--- src/rtl/fir_mac_sequencer.sv ---
// fir_mac_sequencer: control sequencer for a time-multiplexed single-MAC FIR (delay-line clear, sample write, tap walk, flush, result strobe)
// ports: clk, reset (async, active-high), coef_ready, sample_valid in; busy, overrun, dl_wren, dl_zero, dl_waddr (delay-line write),
//        dl_raddr, coef_raddr (tap reads), acc_clr, acc_en (accumulator control), out_valid (result strobe) out
module fir_mac_sequencer #(
  parameter int NTAPS = 61,
  parameter int AW = 6,
  parameter int LAT = 2
) (
  input  logic          clk,
  input  logic          reset,
  input  logic          coef_ready,
  input  logic          sample_valid,
  output logic          busy,
  output logic          overrun,
  output logic          dl_wren,
  output logic          dl_zero,
  output logic [AW-1:0] dl_waddr,
  output logic [AW-1:0] dl_raddr,
  output logic [AW-1:0] coef_raddr,
  output logic          acc_clr,
  output logic          acc_en,
  output logic          out_valid
);
  localparam logic [AW-1:0] LAST = AW'(NTAPS - 1);
  localparam int FW = LAT > 1 ? $clog2(LAT) : 1;
  localparam logic [FW-1:0] FLAST = FW'(LAT - 1);
  typedef enum logic [2:0] {CLEAR, IDLE, WRITE, MAC, FLUSH, DONE} state_t;
  state_t state, nxt;
  logic [AW-1:0] wptr, k;
  logic [FW-1:0] fc;
  logic [LAT-1:0] sh;
  logic abort;
  always_comb begin
    abort = (state == WRITE || state == MAC || state == FLUSH) && !coef_ready;
    nxt = state;
    case (state)
      CLEAR:   nxt = k == LAST ? IDLE : CLEAR;
      IDLE:    nxt = sample_valid && coef_ready ? WRITE : IDLE;
      WRITE:   nxt = MAC;
      MAC:     nxt = coef_raddr == LAST ? FLUSH : MAC;
      FLUSH:   nxt = fc == FLAST ? DONE : FLUSH;
      DONE:    nxt = IDLE;
      default: nxt = CLEAR;
    endcase
    if (abort) nxt = IDLE;
  end
  always_ff @(posedge clk or posedge reset) begin
    if (reset) begin
      state      <= CLEAR;
      wptr       <= '0;
      k          <= '0;
      fc         <= '0;
      sh         <= '0;
      overrun    <= 1'b0;
      dl_raddr   <= '0;
      coef_raddr <= '0;
    end else begin
      state   <= nxt;
      overrun <= sample_valid && state != IDLE;
      sh      <= abort ? '0 : LAT'({sh, state == MAC});
      k       <= state == CLEAR && k != LAST ? k + 1'b1 : '0;
      fc      <= state == FLUSH ? fc + 1'b1 : '0;
      if (state == WRITE) begin
        coef_raddr <= '0;
        dl_raddr   <= wptr;
      end else if (state == MAC && coef_raddr != LAST) begin
        coef_raddr <= coef_raddr + 1'b1;
        dl_raddr   <= dl_raddr == '0 ? LAST : dl_raddr - 1'b1;
      end
      if (state == DONE || abort) wptr <= wptr == LAST ? '0 : wptr + 1'b1;
    end
  end
  assign busy      = state != IDLE;
  assign dl_wren   = state == CLEAR || state == WRITE;
  assign dl_zero   = state == CLEAR;
  assign dl_waddr  = state == CLEAR ? k : wptr;
  assign acc_clr   = state == WRITE;
  assign acc_en    = sh[LAT-1];
  assign out_valid = state == DONE;
endmodule

--- config.mk ---
export PLATFORM = sky130hd
export DESIGN_NAME = fir_mac_sequencer
export DESIGN_NICKNAME = d
export VERILOG_FILES = /design/src/rtl/fir_mac_sequencer.sv
export SDC_FILE = /design/constraint.sdc
export NUM_CORES = 1
export LEC_CHECK = 0
export ABC_AREA = 1
export BUFFER_PORTS_ARGS = -buffer_cell sky130_fd_sc_hd__clkbuf_2
export CELL_PAD_IN_SITES_DETAIL_PLACEMENT = 1
export CELL_PAD_IN_SITES_GLOBAL_PLACEMENT = 2
export CORE_UTILIZATION = 34
export DETAILED_ROUTE_END_ITERATION = 8
export GPL_TIMING_DRIVEN = 0
export PLACE_DENSITY = 0.92
export SLEW_MARGIN = 20
export SYNTH_ARGS = -nofsm -noshare
export SYNTH_HDL_FRONTEND = slang
export SYNTH_SLANG_ARGS = --single-unit
--- constraint.sdc ---
create_clock -name clk -period 2.7 [get_ports clk]
set_input_delay 0 -clock clk [delete_from_list [all_inputs] [get_ports clk]]
set_output_delay 0 -clock clk [all_outputs]
set_load 0.1 [all_outputs]
# Word level (Yosys, flattened, before mapping)
# Index checks and enable logic that the tools add are counted.
[word_totals]
reg_bits = 31
latch_bits = 0
ramBits = 0
rom_bits = 0
inputBits = 4
memories = 0
[op_classes]
n_addsub = 5
multipliers = 0
n_div = 0
magnitude_cmp = 0
n_eq_ne = 11
shift = 0
mux = 16
bitwise = 0
reduce_logical = 13
[op_table]
columns = ["op", "count"]
rows = [
  ["6-bit two-way mux", 8],
  ["6-bit by 1-bit adder with 6-bit output, second input constant", 3],
  ["6-bit == test, second input constant", 3],
  ["3-bit case mux with 6 select lines", 1],
  ["6-bit != test, second input constant", 2],
  ["3-bit by 2-bit == test with 1-bit output, second input constant", 2],
  ["3-bit == test, second input constant", 2],
  ["6-bit logical NOT", 1],
  ["3-bit two-way mux", 2],
  ["6-bit by 1-bit subtractor with 6-bit output, second input constant", 1],
  ["1-bit logical AND", 5],
  ["1-bit logical OR", 4],
  ["2-bit two-way mux", 2],
  ["3-bit by 1-bit == test with 1-bit output, second input constant", 1],
  ["3-bit logical NOT", 1],
  ["1-bit two-way mux", 3],
  ["3-bit by 1-bit != test with 1-bit output, second input constant", 1],
  ["2-bit nonzero test", 1],
  ["1-bit adder, second input constant", 1],
  ["1-bit logical NOT", 1],
]

# Longest topological paths before layout
# Gate-level depths: netlist of run 1.
[logic_depth]
word_depth = 5
depth_mapped = 8
ltp_nobuf = 8

# Worst setup path after synthesis of run 1
# No wires, ideal clock.
[synth_path]
path_kind = "register to output"
startpoint = "register state[2]"
endpoint = "output dl_waddr[2]"
arrival_time_ns = 3.291
required_time_ns = 2.700
path_slack_ns = -0.591
path_stages_with_launch = 5
path_buffers = 0
cell_sequence = "dfrtp_1 -> inv_2 -> nand2_1 -> inv_1 -> o21ai_0"
[synth_between]
elab_chain_cells = 2
[synth_rtl]
columns = ["element", "line_no", "source"]
rows = [
  ["start, declared", "28", "state_t state, nxt;"],
  ["start signal, assigned", "58", "state <= nxt;"],
  ["3-bit logical NOT", "n/a", ""],
  ["via dl_zero", "16", "output logic dl_zero,"],
  ["6-bit two-way mux", "76", "assign dl_waddr = state == CLEAR ? k : wptr;"],
  ["end, declared", "17", "output logic [AW-1:0] dl_waddr,"],
]
# The timed path passes the listed nets, and every way through them passes these cells.

# Worst setup path in the final report of run 1
[layout_path]
startpoint = "register state[1]"
endpoint = "output dl_waddr[1]"
[layout_between]
elab_chain_cells = 2
[layout_rtl]
columns = ["element", "line_no"]
rows = [
  ["3-bit logical NOT", "76"],
  ["6-bit two-way mux", "76"],
]
# No other way between the ends.

==> qor.yml, run 1 <==
drive_gt1_share_pct: 19.6
dp_slack_ns: 1.12
drc: 0
fin_skew_ns: 0.00783
setup_ws_ns: 0.824
grt_pass1_vias: 1639
fin_crit_ns: 1.88
mostFrequentLayoutCells: "nand2_1 (64), inv_1 (33), dfrtp_1 (31)"
setup_viol: 0
die_h_um: 75.7
postRouteAntennaNets: 0
postCtsResizedCells: 0
tns_ns: 0
vias: 1665
clockBufferDepth: 2
yosys_warnings: 0
ys_ff_latch: 31
syn2layout_area_growth_pct: 18.6
ys_types: 23
min_period_over_period_pct: 69.5
grt_max_degree: 32
rsz0062_at_grt: "no"
rows: 26
drt_pass1_iterations: 4
relSlewSlack_pct: 54.5
wl_um: 4490
htreeDepth: 2
worst_pin_slew_ns: 0.682
cp_max_fo: 10
cts_tree: "built"
dieWidth_um: 75.7
antenna_found_initial: 0
portBuffers: 28
core_area_um2: 5170
max_cap_violations: 0
initial_core_util_pct: 35.7
crit_type: "register to primary output"
timing.fmax_ghz: 0.533
syn-num-nets: 259
final_nets: 297
critPathCaptureType: "primary output"
reg2regPathDepth: 8
drt-initial-drc-count: 52
cts_hold_buf: 3
vias_per_cell: 4.68
final_common_cell: "nand2_1"
post-route-util_pct: 42.3
synthCells: 247
avgSynthCellArea_um2: 7.48
slew_violations: 0
post-cts-setup-buffer-count: 0
gp_congestion: 0.755
wl_per_cell_um: 12.6
final_hold_viol_count: 0
numCtsBuffers: 5
synth_area_um2: 1850
place_area_um2: 2070
worst_ep_arrival_time_ns: 1.88
worstPathRequired_ns: 2.70
dpl.hpwl_um: 3380
grt_pass1_wl_um: 7530
gr-usage-all-layers_pct: 17.7
cts.sinks: 31
status: "completed"
cts-root-buf: "clkbuf_8"
diodes: 0
num_io_pins: 29
n_fill_cell: 676
clk_pin_slew_ns: 0.07
cp-start-kind: "register"
overflow: 0
hp-class: "input pin to async pin"
stdcell_area_um2: 2190
dieArea_um2: 5730
seq_area_frac_synth_pct: 42.0
clk-insertion-delay-late_ns: 0.29
==> final timing paths <==
path | startpoint | to | slack, ns
max | state[1] | dl_waddr[1] | 0.82
min | reset | coef_raddr[0] | 0.36
max reg2reg | coef_raddr[0] | state[1] | 1.14
min reg2reg | fc | fc | 0.42
max in group asynchronous | reset | wptr[0] | 1.90
min in group clk | fc | fc | 0.42
==> Yosys cell counts, drive strengths merged <==
cell	number	share of area, %
a21boi	1	0.41
dfrtp	31	42
ha	8	5.4
nor3	3	0.81
nand3	29	8.1
nor2	29	6.7
xnor2	3	1.4
buf	3	1.5
xor2	5	2.4
a21oi	2	0.54
o21ai	18	5.5
nand4	7	2.4
nand2	69	15
inv	38	7.7
o21bai	1	0.41
==> through the flow <==
step                      cells  hold WS, ns
after floorplan             247        0.104
after global placement      345        0.207
after detailed placement    345        0.135
after CTS                   356        0.373
after global routing        356        0.456
final                       356        0.356
==> worst max-delay path: stages (launching register included) <==
cell and delay, ns:
dfrtp_1 0.44, nor2_2 0.19, nand2_1 0.11, buf_2 0.18, o21ai_0 0.17, clkbuf_2 0.49
==> cell families after synthesis <==
family | share of synthesized area, %
AO/OA/AOI/OAI | 6.84
adder cells (fa/ha/maj) | 5.42
flip-flops | 42.0
XOR/XNOR | 3.79
AND/OR/NAND/NOR | 32.7
buffers and inverters | 9.21
==> layout make-up <==
type	count	area, um2	area share [%]
multi-input cells	175	901	41.1
flip-flops and latches	31	776	35.4
repair buffers	31	170	7.77
inverters	38	143	6.51
well taps	70	87.6	4.00
clock buffers	6	72.6	3.31
plain buffers	3	27.5	1.26
clock inverters	2	12.5	0.571
==> layer usage <==
layer | routed length, um | global-route usage (%) | vias up
li1 | - | - | 863
met1 | 2190 | 22.5 | 773
met2 | 2120 | 30.9 | 22
met3 | 119 | 3.04 | 7
met4 | 54 | 5.56 | 0
met5 | 0 | 0 | -
==> state kept, by name, summed over array words and instances (netlist names) <==
register and cells:
coef_raddr 6, dl_raddr 6, k 6, wptr 6, state 3, sh 2, fc 1, overrun 1
Power of run 1 is left out: the tool's default activity adds up to more than one toggle a clock period on the data nets, which glitch-free logic cannot reach.
==> run 2, diff against run 1 <==
--- a/config.mk
+++ b/config.mk
@@ -9,10 +9,10 @@
 export BUFFER_PORTS_ARGS = -buffer_cell sky130_fd_sc_hd__clkbuf_2
 export CELL_PAD_IN_SITES_DETAIL_PLACEMENT = 1
 export CELL_PAD_IN_SITES_GLOBAL_PLACEMENT = 2
-export CORE_UTILIZATION = 34
+export CORE_UTILIZATION = 32
 export DETAILED_ROUTE_END_ITERATION = 8
 export GPL_TIMING_DRIVEN = 0
-export PLACE_DENSITY = 0.92
+export PLACE_DENSITY = 0.88
 export SLEW_MARGIN = 20
 export SYNTH_ARGS = -nofsm -noshare
 export SYNTH_HDL_FRONTEND = slang
==> constraint.sdc (replaced) <==
create_clock -name clk -period 1.8 [get_ports clk]
set_input_delay 0 -clock clk [delete_from_list [all_inputs] [get_ports clk]]
set_output_delay 0 -clock clk [all_outputs]
set_load 0.1 [all_outputs]
==> run 2 against run 1 <==
- sequential cell count did not move
- routed wire length rose by 0.51%
- final area up 3.7%
- first-iteration DRC count up 3.8%
- setup slack worse by 0.71 ns
- global-route usage fell by 0.31 points
- via count down 0.60%
- hold slack better by 0.0082 ns
- clock-buffer cell count up 2
- sequential share of layout area down 0.81 points
- utilization fell by 1.4 points
- register-to-register slack worse by 0.90 ns
- critical endpoint is now dl_waddr[5]
==> qor.yml, run 2 (synthesis results as in run 1) <==
status: "completed"
rrSetupSlack_ns: 0.24
overflow: 0
antenna_found_initial: 0
cts-root-buf: "clkbuf_8"
relSlewSlack_pct: 52.4
multi_input_area_um2: 920
grt_pass1_vias: 1774
fin_skew_ns: 0.00850
cp_max_fo: 10
die_h_um: 78.0
n_fill_cell: 734
crit_chain: "nor2_4, nand2_1, buf_2, o21ai_1, buf_4"
postRouteAntennaNets: 0
clockBufferDepth: 2
gr-usage-all-layers_pct: 17.4
worstPathRequired_ns: 1.80
grt_pass1_wl_um: 8290
cp-start-kind: "register"
gp_congestion: 0.732
final_cells: 358
crit_type: "register to primary output"
vias: 1655
syn2layout_area_growth_pct: 22.9
numCtsBuffers: 5
drt_pass1_iterations: 4
rows: 27
worst_pin_slew_ns: 0.713
crit_family: "buffers and inverters"
slew_violations: 0
holdWs_ns: 0.365
wl_per_cell_um: 12.6
critPathCaptureType: "primary output"
hp-class: "input pin to async pin"
rsz0062_at_grt: "no"
initial_core_util_pct: 33.3
num_io_pins: 29
dieArea_um2: 6080
drive_gt1_share_pct: 22.7
mostFrequentLayoutCells: "nand2_1 (64), inv_1 (33), nand3_1 (28)"
min_period_over_period_pct: 93.6
core_area_um2: 5540
reg2regPathDepth: 8
dp.cells: 347
final_hold_viol_count: 0
dieWidth_um: 78.0
final_common_cell: "nand2_1"
cts.sinks: 31
max_cap_violations: 0
portBuffers: 28
setup_viol: 0
worst_ep_arrival_time_ns: 1.68
dpl.hpwl_um: 3350
slowest_stage: "dfrtp_1"
wl_um: 4510
slowest_delay_ns: 0.47
drc: 0
final_nets: 297
critical_path_buf_inv_count: 2
htreeDepth: 2
fin_crit_ns: 1.68
vias_per_cell: 4.62
timing.fmax_ghz: 0.594
drt-initial-drc-count: 54
clk_pin_slew_ns: 0.07
grt_max_degree: 32
diodes: 0
regArea_um2: 786
worst-path-stages: 5
clk-insertion-delay-late_ns: 0.29
cts_tree: "built"
r2r_end: "state[1]"
worstReg2RegStart: "coef_raddr[0]"
[run 2: changes by cell type in the layout (fill, tap and decap cells not counted), sizes merged]
cell	previous run	this run
buf	3	9
clkbuf	34	30
clkinv	1	0
clkinvlp	1	0
[run 2: how the worst max path moves through the flow]
| stage | from | end | slack, ns |
|---|---|---|---|
| after floorplan | state[1] | dl_waddr[0] | -0.38 |
| after global placement | state[2] | dl_waddr[4] | 0.24 |
| after detailed placement | state[2] | dl_waddr[1] | 0.22 |
| after CTS | state[2] | dl_waddr[5] | 0.007 |
| after global routing | state[1] | dl_waddr[1] | 0.02 |
| final | state[1] | dl_waddr[5] | 0.12 |
[run 2: metal layers]
metal  wire [um]  global-route usage (%)
met5           0                       0
met3         143                    3.18
met1        2090                    21.6
met2        2220                    30.4
met4          53                    5.56
[run 2: layout make-up]
class	count	area share [%]
Buffer	3	1.21
Clock buffer	8	4.41
Inverter	38	6.62
Multi-Input combinational cell	175	40.5
Sequential cell	31	34.6
Tap cell	72	3.97
Timing Repair Buffer	31	8.65
[run 2: timing repair]
action	in CTS	in global routing
hold buffers	3	0
cloned	0	0
buffers inserted	0	0
endpoints found under the hold margin	33	0
resized for setup	6	11
setup endpoints to repair	6	7
[run 2: worst register-to-register path, delay by kind of cell (launching register included)]
kind | cells | cell delay, ns
flops | 1 | 0.42
fa+ha+maj | 1 | 0.16
simple gates | 2 | 0.20
buf+inv | 3 | 0.35
compound gates | 2 | 0.32
[run 2: stage by stage]
step	cell area (um2)	setup WS [ns]	setup TNS (ns)	util, %
after floorplan	1880	-0.378	-2.30	-
after global placement	2110	0.237	0	38.0
after detailed placement	2110	0.219	0	38.0
after CTS	2250	0.00667	0	40.7
after global routing	2270	0.0237	0	41.0
final	2270	0.116	0	41.0
Power of run 2 is left out for the same reason.
